<file path="src/rtl/subtrator_pkg.sv">
// Shared definitions for the digit-serial subtractor: FSM state type and
// elaboration helpers for the step count and digit-index width.
package subtrator_pkg;

    typedef enum logic [0:0] {
        IDLE = 1'b0,
        RUN  = 1'b1
    } state_t;

    function automatic int steps(input int width, input int digit);
        return (digit < 1) ? 1 : width / digit;
    endfunction

    // A single-step operation still needs a 1-bit index register.
    function automatic int index_width(input int n);
        return (n <= 2) ? 1 : $clog2(n);
    endfunction

endpackage

</file>
<file path="src/rtl/subtrator_digito.sv">
// Combinational DIGIT-bit subtractor cell: {bout, d} = a - b - bin.
module subtrator_digito #(
    parameter int DIGIT = 4
) (
    input  logic [DIGIT-1:0] a,
    input  logic [DIGIT-1:0] b,
    input  logic             bin,
    output logic [DIGIT-1:0] d,
    output logic             bout
);

    logic [DIGIT:0] full;

    always_comb begin
        full = {1'b0, a} - {1'b0, b} - {{DIGIT{1'b0}}, bin};
    end

    assign d    = full[DIGIT-1:0];
    assign bout = full[DIGIT];

endmodule

</file>
<file path="src/rtl/subtrator_serial.sv">
// Multi-cycle subtractor: d = a - b - borrow_in, DIGIT bits per clock, LSB
// digit first, with the inter-digit borrow carried in a register.
module subtrator_serial
    import subtrator_pkg::*;
#(
    parameter int WIDTH = 16,
    parameter int DIGIT = 4
) (
    input  logic             clk,
    input  logic             rst,
    input  logic             start,
    input  logic [WIDTH-1:0] a,
    input  logic [WIDTH-1:0] b,
    input  logic             borrow_in,
    output logic             busy,
    output logic             done,
    output logic [WIDTH-1:0] d,
    output logic             borrow_out,
    output logic             overflow
);

    localparam int STEPS = steps(WIDTH, DIGIT);
    localparam int KW    = index_width(STEPS);
    localparam logic [KW-1:0] LAST_K = KW'(STEPS - 1);

    if (WIDTH < 1 || DIGIT < 1 || DIGIT > WIDTH || (WIDTH % DIGIT) != 0) begin : g_param_check
        $error("subtrator_serial: WIDTH must be a positive multiple of DIGIT");
    end

    state_t           state;
    logic [WIDTH-1:0] a_lat;
    logic [WIDTH-1:0] b_lat;
    logic [WIDTH-1:0] res;
    logic [WIDTH-1:0] res_next;
    logic [KW-1:0]    k;
    logic             brw;
    logic [31:0]      base;
    logic [DIGIT-1:0] a_dig;
    logic [DIGIT-1:0] b_dig;
    logic [DIGIT-1:0] diff;
    logic             bo;

    // res_next already holds the current digit so the final edge can publish
    // the complete result without an extra cycle.
    always_comb begin
        base     = 32'(k) * 32'(DIGIT);
        a_dig    = a_lat[base +: DIGIT];
        b_dig    = b_lat[base +: DIGIT];
        res_next = res;
        res_next[base +: DIGIT] = diff;
    end

    subtrator_digito #(
        .DIGIT(DIGIT)
    ) u_digito (
        .a   (a_dig),
        .b   (b_dig),
        .bin (brw),
        .d   (diff),
        .bout(bo)
    );

    always_ff @(posedge clk) begin
        if (rst) begin
            state      <= IDLE;
            busy       <= 1'b0;
            done       <= 1'b0;
            d          <= '0;
            borrow_out <= 1'b0;
            overflow   <= 1'b0;
            a_lat      <= '0;
            b_lat      <= '0;
            res        <= '0;
            k          <= '0;
            brw        <= 1'b0;
        end else begin
            done <= 1'b0;
            case (state)
                IDLE: begin
                    if (start) begin
                        a_lat <= a;
                        b_lat <= b;
                        brw   <= borrow_in;
                        res   <= '0;
                        k     <= '0;
                        busy  <= 1'b1;
                        state <= RUN;
                    end
                end
                RUN: begin
                    res <= res_next;
                    brw <= bo;
                    k   <= k + 1'b1;
                    if (k == LAST_K) begin
                        d          <= res_next;
                        borrow_out <= bo;
                        overflow   <= (a_lat[WIDTH-1] != b_lat[WIDTH-1]) &&
                                      (res_next[WIDTH-1] != a_lat[WIDTH-1]);
                        done       <= 1'b1;
                        busy       <= 1'b0;
                        state      <= IDLE;
                    end
                end
                default: state <= IDLE;
            endcase
        end
    end

endmodule

</file>
<file path="config.mk">
export PLATFORM = sky130hd
export DESIGN_NAME = subtrator_serial
export DESIGN_NICKNAME = d
export VERILOG_FILES = /design/src/rtl/subtrator_pkg.sv /design/src/rtl/subtrator_digito.sv /design/src/rtl/subtrator_serial.sv
export SDC_FILE = /design/constraint.sdc
export NUM_CORES = 1
export LEC_CHECK = 0
export ABC_AREA = 0
export CAP_MARGIN = 20
export CORE_ASPECT_RATIO = 1.2
export CORE_UTILIZATION = 30
export CTS_CLUSTER_DIAMETER = 150
export DETAILED_ROUTE_END_ITERATION = 16
export GPL_ROUTABILITY_DRIVEN = 0
export PLACE_DENSITY = 0.58
export SLEW_MARGIN = 40
export SYNTH_ARGS = -nofsm -noshare
export SYNTH_HDL_FRONTEND = slang
export SYNTH_SLANG_ARGS = --single-unit
export TNS_END_PERCENT = 5
</file>
<file path="constraint.sdc">
create_clock -name clk -period 3.2 [get_ports clk]
set_input_delay 0.64 -clock clk [delete_from_list [all_inputs] [get_ports clk]]
set_output_delay 0.64 -clock clk [all_outputs]
set_load 0.01 [all_outputs]
</file>
==> results of run 1 <==
## report_power, final
part | total, mW | internal, mW | leakage (nW) | switching [mW]
Clock | 1.07 | 0.683 | 0.156 | 0.384
Combinational | 0.298 | 0.137 | 0.792 | 0.161
Sequential | 0.951 | 0.929 | 0.586 | 0.0220
Total | 2.32 | 1.75 | 1.53 | 0.567
## per-stage QoR
stage                     utilization, %  std cells  power [mW]
after floorplan                        -        375        1.15
final                               41.1        556        2.32
after global routing                41.1        556        2.42
after CTS                           41.0        556        2.34
after detailed placement            37.9        540        1.27
after global placement              37.9        540        1.26
## Yosys cell counts, types with 2 or more instances
library cell / n
mux2i_2: 2
o22ai_1: 4
o21ai_0: 14
fa_1: 2
nor2b_1: 5
inv_1: 29
xnor2_1: 2
and4bb_2: 2
dfxtp_1: 72
buf_1: 2
ha_1: 10
nand2_1: 79
nand2b_1: 4
mux2i_1: 3
a211oi_1: 5
buf_2: 3
nor3_1: 14
a22o_1: 12
mux4_2: 7
nor2_1: 18
clkbuf_1: 18
a21oi_1: 54
## metal layers
| metal | global-route usage, % | vias up |
|---|---|---|
| met1 | 17.0 | 1214 |
| met3 | 3.90 | 4 |
| li1 | - | 1367 |
| met5 | 0 | - |
| met2 | 26.4 | 50 |
| met4 | 5.10 | 0 |
## registers in the layout, summed over array words and instances (netlist names)
register and cells:
state 1, overflow 1, res 16, b_lat 16, a_lat 16, busy 1
borrow_out 1, brw 1, d 16, k 2, done 1
## critical path, stage by stage, from the launching register on
cell      delay [ns]
dfxtp_1         0.35
buf_4           0.26
mux4_2          0.23
inv_1           0.05
fa_1            0.44
ha_1            0.33
nand2_1         0.12
o221ai_2        0.19
xor2_1          0.32
a21oi_1         0.15
a211oi_1        0.25
## final cells by class
type | instances | area share [%]
inverters | 29 | 2.60
clock buffers | 9 | 5.37
repair buffers | 64 | 14.6
well taps | 126 | 3.76
multi-input cells | 249 | 37.0
flip-flops and latches | 72 | 34.4
clock inverters | 7 | 2.27
## cells in the final DEF, fill, tap and decap left out, drive strengths merged, types with 9 or more instances in the layout
cell           synthesis  layout
nand2                 79      79
buf                    7      10
nor3                  14      14
a21oi                 54      54
a22o                  12      12
clkdlybuf4s50          0      54
nor2                  18      18
inv                   29      30
clkbuf                18       9
o21ai                 15      15
ha                    10      10
dfxtp                 72      72
## cell families after synthesis
family	Yosys count	synth area share, %
compound gates	96	18.2
xor+xnor	3	0.820
fa+ha+maj	12	5.15
buf+inv	54	6.79
flops	72	45.0
mux	12	6.72
simple gates	126	17.3
## worst paths after layout
check                                             end  slack [ns]  cells after the start
worst min-delay path            b_lat[5]$_SDFFE_PP0P_        0.45                      2
worst max-delay path             res[11]$_SDFFE_PP0P_        0.43                     10
worst max register to register   res[11]$_SDFFE_PP0P_        0.43                     10
worst min register to register  b_lat[5]$_SDFFE_PP0P_        0.45                      2
==> impl_metrics.tcl, run 1 <==
set metrics [dict create \
    root_buffer "clkbuf_16" \
    ys_top_cells_by_area "dfxtp_1 (45%), nand2_1 (9.3%), a21oi_1 (8.4%)" \
    pre_cts_ws_ns 0.456 \
    fin_area_sq_mm 0.00419 \
    setup_slack_ns 0.432 \
    top_layer "met4" \
    syn-num-nets 423 \
    startpoint "k[0]$_SDFFE_PP0P_" \
    clk_pin_slew_ns 0.06 \
    port_buffers 55 \
    dieWidth_microns 96.3 \
    fillers 1065 \
    setup_viol 0 \
    cts_tree "built" \
    required_ns 3.44 \
    holdCritStartpoint "b_lat[5]$_SDFFE_PP0P_" \
    wl_per_cell_microns 13.6 \
    yosysTopAreaCellShare_pct 45.0 \
    ios 56 \
    synth_edf_count 0 \
    hold_class "register to register" \
    cts_sinks 72 \
    skew_ns 0.00730 \
    synth_flop_cell "dfxtp_1" \
    grt_pass1_vias 2559 \
    post-route-period-util_pct 86.5 \
    grt_overflow 0 \
    max_slew_margin_pct 61.9 \
    rows 40 \
    critPathMaxFanout 17 \
    antenna_found_initial 0 \
    fin_crit_ns 2.77 \
    final.setup.tns_ns 0 \
    rr_startpoint "k[0]$_SDFFE_PP0P_" \
    hold_violations 0 \
    grt_pass1_wl_microns 12400 \
    async_flop_share_pct 0 \
    synth-seq-area-share_pct 45.0 \
    area_growth_pct 30.8 \
    finalWirelength_microns 7560 \
    maxCapViolations 0 \
    dr.pass1.iters 4 \
    dp.final_hpwl_microns 5500 \
    diodes 0 \
    start_kind "register" \
    clockBufferDepth 2 \
    initial_core_util_pct 31.4 \
    hold_buffers 0 \
    avgSynthCellArea_sq_um 8.54 \
    grt_start_max_net_pins 47 \
    timing.fmax_mhz 361 \
    dieArea_sq_mm 0.0111 \
    postCtsSetupRepairBufs 0 \
    cts_inserted_buffers 9 \
    layout.nets 473 \
    dpl-instance-area_sq_mm 0.00387 \
    power.density_mw_per_mm2 552 \
    register_area_sq_mm 0.00144 \
    vias 2635 \
    cts-htree-levels 3 \
    rsz0062_at_grt "false" \
    cp.arrival_ns 3.01 \
    synth.distinct_cells 36 \
    wl_met2_microns 3940 \
    drive_gt1_share_pct 10.2 \
    critical_path.endpoint_type "register" \
    syn-cell-area_sq_mm 0.00320 \
    yosysWarnings 0 \
    core_sq_mm 0.0102 \
    syn-instance-count 375 \
    grtUsageTotal_pct 14.8 \
    drc 0 \
    ir_drop_mv 0.240 \
    holdWs_ns 0.454 \
    status "finished, final reports clean" \
    wl_met3_microns 293 \
    multi_input_area_sq_mm 0.00155 \
    ys_ff_latch 72 \
    met1Wirelength_microns 3280 \
    clk_latency_ns 0.33 \
    worstSetupPathType "register to register" \
    post_cts_resized 0 \
    worst_slew_pin_slew_ns 0.571 \
    drt_iter0_markers 80 \
    dieHeight_microns 115 \
    final_antenna_net_count 0 \
    leakagePower_nw 1.53 \
    finalMaxSlewViolations 0 \
    synth_top_area_cell "dfxtp_1" \
    via_per_inst 4.74 \
]
No activity file was read; power rests on OpenSTA's default activity.
==> run 2, diff against run 1 <==
--- a/config.mk
+++ b/config.mk
@@ -11,8 +11,9 @@
 export CORE_UTILIZATION = 30
 export CTS_CLUSTER_DIAMETER = 150
 export DETAILED_ROUTE_END_ITERATION = 16
+export DONT_BUFFER_PORTS = 1
 export GPL_ROUTABILITY_DRIVEN = 0
-export PLACE_DENSITY = 0.58
+export PLACE_DENSITY = 0.52
 export SLEW_MARGIN = 40
 export SYNTH_ARGS = -nofsm -noshare
 export SYNTH_HDL_FRONTEND = slang
==> run 2 against run 1 <==
Largest power group unchanged. Design area fell by 13%. Sequential share of layout area is 5.0 points higher. Highest routed layer unchanged. Die area unchanged.
==> impl_metrics.tcl, run 2 (synthesized netlist as in run 1, its figures left out) <==
set metrics [dict create \
    reg2regPathDepth 7 \
    grt_overflow 0 \
    final.setup.tns_ns 0 \
    postCtsSetupRepairBufs 0 \
    leakagePower_nw 1.33 \
    critPathMaxFanout 8 \
    rows 40 \
    final_common_cell "nand2_1" \
    power_frac_clock_pct 49.8 \
    vias 2479 \
    pre_cts_ws_ns 0.314 \
    internal_power_mw 1.82 \
    post-route-util_pct 35.8 \
    dr.pass1.iters 4 \
    setup_viol 0 \
    hold_violations 0 \
    required_ns 3.42 \
    clk_latency_ns 0.33 \
    dieHeight_microns 115 \
    post_cts_resized 0 \
    worstSetupPathType "register to register" \
    hold_class "primary input to register" \
    max_slew_margin_pct 65.3 \
    cp.arrival_ns 3.09 \
    reg2reg_to "res[10]$_SDFFE_PP0P_" \
    initial_core_util_pct 31.4 \
    status "finished, final reports clean" \
    worst_slew_pin_slew_ns 0.517 \
    hold_depth 1 \
    fin_crit_ns 2.86 \
    grt_pass1_vias 2425 \
    holdCritStartpoint "rst" \
    cts_inserted_buffers 9 \
    rrSetupSlack_ns 0.34 \
    path_cells "mux4_2 -> fa_1 -> fa_1 -> xnor2_1 -> o22ai_1 -> a21oi_1 -> nor2_1" \
    grt_pass1_wl_microns 12200 \
    instances_no_fill 498 \
    p_comb_share_pct 10.0 \
    hold_buffers 0 \
    ios 56 \
    dieArea_sq_mm 0.0111 \
    core_sq_mm 0.0102 \
    timing.fmax_mhz 349 \
    rsz0062_at_grt "false" \
    layout.nets 415 \
    wl_per_cell_microns 15.0 \
    grtUsageTotal_pct 14.8 \
    area_growth_pct 14.1 \
    dieWidth_microns 96.3 \
    holdWs_ns 0.374 \
    drc 0 \
    grt_start_max_net_pins 54 \
    diodes 0 \
    finalWirelength_microns 7470 \
    skew_ns 0.00393 \
    dp.final_hpwl_microns 5120 \
    cpMaxStageDelayCell "dfxtp_1" \
    ir_drop_mv 0.204 \
    dp.cells 482 \
    crit_path_max_incr_delay_ns 0.60 \
    final_antenna_net_count 0 \
    root_buffer "clkbuf_16" \
    power.density_mw_per_mm2 644 \
    clockBufferDepth 2 \
    cts-htree-levels 3 \
    cts_tree "built" \
    post-route-period-util_pct 89.4 \
    setup_slack_ns 0.339 \
    cts_sinks 72 \
    via_per_inst 4.98 \
    critPathMostFrequentCell "fa_1" \
    critical_path.endpoint_type "register" \
    start_kind "register" \
    drt_iter0_markers 57 \
    switching_share_pct 22.5 \
    final_cell_mix "nand2_1 (79), dfxtp_1 (72), a21oi_1 (54), inv_1 (29), nor2_1 (17)" \
    drive_gt1_share_pct 10.5 \
    netSwitchingPower_mw 0.531 \
    seqPwrFrac_pct 40.3 \
    fillers 1100 \
    antenna_found_initial 0 \
    clk_pin_slew_ns 0.06 \
    maxCapViolations 0 \
    min_to "b_lat[12]$_SDFFE_PP0P_" \
    port_buffers 0 \
    rr_startpoint "k[1]$_SDFFE_PP0P_" \
    finalMaxSlewViolations 0 \
]
-- run 2: cell count changes in the layout (fill, tap and decap cells not counted), sizes merged --
cell and delta:
buf -4, clkbuf +2, clkdlybuf4s50 -54, bufinv +1, inv -1, clkinv -2
-- run 2: per-layer routing --
metal	share of wire, %	GRT usage [%]	vias up
li1	-	-	1253
met1	45	17.9	1167
met2	48	23.9	48
met3	4.6	4.76	11
met4	1.6	6.37	0
met5	0	0	-
-- run 2: through the flow --
| step | power (mW) | area [sq um] |
|---|---|---|
| 2_1_floorplan | 1.15 | 3200 |
| 3_3_place_gp | 1.20 | 3300 |
| 3_5_place_dp | 1.20 | 3300 |
| 4_1_cts | 2.38 | 3660 |
| 5_1_grt | 2.45 | 3660 |
| 6_report | 2.35 | 3660 |
-- run 2: area by class of cell --
| type | count | area [sq um] | area share (%) |
|---|---|---|---|
| tap | 126 | 158 | 4.31 |
| multi-input combinational | 249 | 1550 | 42.3 |
| timing repair buffer | 6 | 45.0 | 1.23 |
| inverter | 29 | 109 | 2.98 |
| clock inverter | 5 | 103 | 2.81 |
| clock buffer | 11 | 253 | 6.91 |
| sequential | 72 | 1440 | 39.4 |
-- run 2: power by group through the flow --
stage          clock network, mW  logic [mW]  registers, mW
3_3_place_gp                   0       0.230          0.968
2_1_floorplan                  0       0.193          0.961
6_report                    1.17       0.235          0.948
3_5_place_dp                   0       0.236          0.968
4_1_cts                     1.19       0.237          0.949
5_1_grt                     1.24       0.263          0.952
-- run 2: critical path, delay by kind of cell (launching register included) --
kind                     cells  cell delay (ns)
AO/OA/AOI/OAI                2             0.39
XOR/XNOR                     1             0.46
adder cells (fa/ha/maj)      2             0.86
flip-flops                   1             0.60
multiplexers                 1             0.39
AND/OR/NAND/NOR              1             0.05
-- run 2: worst max path at each step --
| stage | start | end | cells past startpoint |
|---|---|---|---|
| floorplan | k[0]$_SDFFE_PP0P_ | overflow$_SDFFE_PP0P_ | 10 |
| global placement | k[1]$_SDFFE_PP0P_ | d[2]$_SDFFE_PP0P_ | 6 |
| detailed placement | k[1]$_SDFFE_PP0P_ | d[2]$_SDFFE_PP0P_ | 6 |
| CTS | k[1]$_SDFFE_PP0P_ | res[10]$_SDFFE_PP0P_ | 7 |
| global route | k[1]$_SDFFE_PP0P_ | res[2]$_SDFFE_PP0P_ | 7 |
| finish | k[1]$_SDFFE_PP0P_ | res[10]$_SDFFE_PP0P_ | 7 |
==> run 3, diff against run 2 <==
--- a/config.mk
+++ b/config.mk
@@ -13,7 +13,7 @@
 export DETAILED_ROUTE_END_ITERATION = 16
 export DONT_BUFFER_PORTS = 1
 export GPL_ROUTABILITY_DRIVEN = 0
-export PLACE_DENSITY = 0.52
+export PLACE_DENSITY = 0.51
 export SLEW_MARGIN = 40
 export SYNTH_ARGS = -nofsm -noshare
 export SYNTH_HDL_FRONTEND = slang
==> run 3 against run 2 <==
Fmax is 2.6% higher. Count of clock-buffer cells in the layout down 1. Global-route usage shrank 0.52 points. Sequential share of layout area is 0.054 points higher. Total power fell by 0.89%. Sequential power about the same. First-iteration DRC count increased by 40%. Utilization about the same. Final cell count is the same. Design area down 0.14%. Clock power about the same. Non-clock buffer count stayed put. Largest cell class unchanged. Largest power group unchanged. Highest routed layer unchanged.
==> impl_metrics.tcl, run 3 (synthesized netlist as in run 1, its figures left out) <==
set metrics [dict create \
    status "finished, final reports clean" \
    post_cts_resized 0 \
    start_kind "register" \
    initial_core_util_pct 31.4 \
    finalWirelength_microns 7380 \
    antenna_found_initial 0 \
    finalMaxSlewViolations 0 \
    wl_per_cell_microns 14.8 \
    setup_viol 0 \
    power_mw 2.33 \
    grtUsageTotal_pct 14.3 \
    crit_path_max_incr_delay_ns 0.48 \
    grt_pass1_wl_microns 11900 \
    fin_crit_ns 2.79 \
    critPathMaxFanout 17 \
    cpMaxStageDelayCell "xnor2_1" \
    crit_family "adder cells" \
    root_buffer "clkbuf_16" \
    timing.fmax_mhz 359 \
    leakagePower_nw 1.33 \
    rsz0062_at_grt "false" \
    fillers 1087 \
    layout.nets 415 \
    dieWidth_microns 96.3 \
    postCtsSetupRepairBufs 0 \
    clk_pin_slew_ns 0.06 \
    hold_buffers 0 \
    vias 2467 \
    skew_ns 0.00757 \
    ir_drop_mv 0.278 \
    cp.arrival_ns 3.01 \
    area_growth_pct 13.9 \
    final_antenna_net_count 0 \
    via_per_inst 4.95 \
    critPathMostFrequentCell "fa_1" \
    drt_iter0_markers 80 \
    clockBufferDepth 2 \
    dieArea_sq_mm 0.0111 \
    drc 0 \
    diodes 0 \
    max_slew_margin_pct 53.8 \
    port_buffers 0 \
    critical_path.endpoint_type "register" \
    dr.pass1.iters 4 \
    drive_gt1_share_pct 10.2 \
    dieHeight_microns 115 \
    grt_overflow 0 \
    grt_pass1_vias 2400 \
    hold_violations 0 \
    core_sq_mm 0.0102 \
    worst_slew_pin_slew_ns 0.691 \
    hold_class "primary input to register" \
    cts-htree-levels 3 \
    holdWs_ns 0.380 \
    required_ns 3.42 \
    final_common_cell "nand2_1" \
    grt_start_max_net_pins 54 \
    ios 56 \
    critical_path_buf_inv_count 2 \
    cts_tree "built" \
    path_cells "buf_4 -> mux4_2 -> inv_1 -> fa_1 -> fa_1 -> xnor2_1 -> o22ai_1 -> a22o_1" \
    rrSetupSlack_ns 0.41 \
    dp.final_hpwl_microns 5150 \
    final.setup.tns_ns 0 \
    rows 40 \
    final_cell_mix "nand2_1 (79), dfxtp_1 (72), a21oi_1 (54), inv_1 (29), nor2_1 (17)" \
    clk_latency_ns 0.33 \
    worstSetupPathType "register to register" \
    power.density_mw_per_mm2 639 \
    maxCapViolations 0 \
    cts_inserted_buffers 9 \
    post-route-period-util_pct 87.2 \
    cts_sinks 72 \
]
-- run 3: cell count changes in the layout (fill, tap and decap cells not counted) --
cell        previous run  this run
clkinv_2               1         0
clkinv_4               0         2
clkinvlp_4             1         0
clkbuf_8               2         0
clkbuf_1               0         1
inv_6                  0         1
nor2_4                 0         1
nor2_2                 1         0
-- run 3: metrics by stage --
step	util, %	setup slack [ns]	cell area (sq um)	cells
after floorplan	-	0.258	3200	375
after global placement	32.3	0.430	3300	482
after detailed placement	32.4	0.366	3310	482
after CTS	35.8	0.364	3650	498
after global routing	35.8	0.226	3650	498
final	35.8	0.411	3650	498
-- run 3: layer usage --
metal	global-route usage (%)	part of all wire [%]
met1	17.0	44
met2	24.8	51
met3	3.84	4.2
met4	4.12	0.88
met5	0	0
-- run 3: cell type report --
cell class / instances / area [sq um] / area share (%)
clock inverters: 6 / 116 / 3.19
flip-flops and latches: 72 / 1440 / 39.5
inverters: 29 / 109 / 2.98
well taps: 126 / 158 / 4.32
multi-input cells: 249 / 1550 / 42.5
clock buffers: 10 / 229 / 6.27
repair buffers: 6 / 45.0 / 1.23
-- run 3: worst paths after layout --
check	from	endpoint	depth (start not counted)
worst min register to register	b_lat[10]$_SDFFE_PP0P_	b_lat[10]$_SDFFE_PP0P_	2
worst max-delay path	k[0]$_SDFFE_PP0P_	d[10]$_SDFFE_PP0P_	8
worst max register to register	k[0]$_SDFFE_PP0P_	d[10]$_SDFFE_PP0P_	8
worst min-delay path	rst	b_lat[0]$_SDFFE_PP0P_	1
-- run 3: where the power goes --
part | switching [mW] | total (mW) | internal [mW]
clock | 0.386 | 1.15 | 0.767
combinational | 0.138 | 0.230 | 0.0914
sequential | 0.0219 | 0.951 | 0.929
-- run 3: worst register-to-register path: cells and delay by family, from the launching register on --
| kind | cells | cell delay (ns) |
|---|---|---|
| fa+ha+maj | 2 | 0.87 |
| mux | 1 | 0.23 |
| flops | 1 | 0.34 |
| buf+inv | 2 | 0.33 |
| compound gates | 2 | 0.44 |
| xor+xnor | 1 | 0.48 |
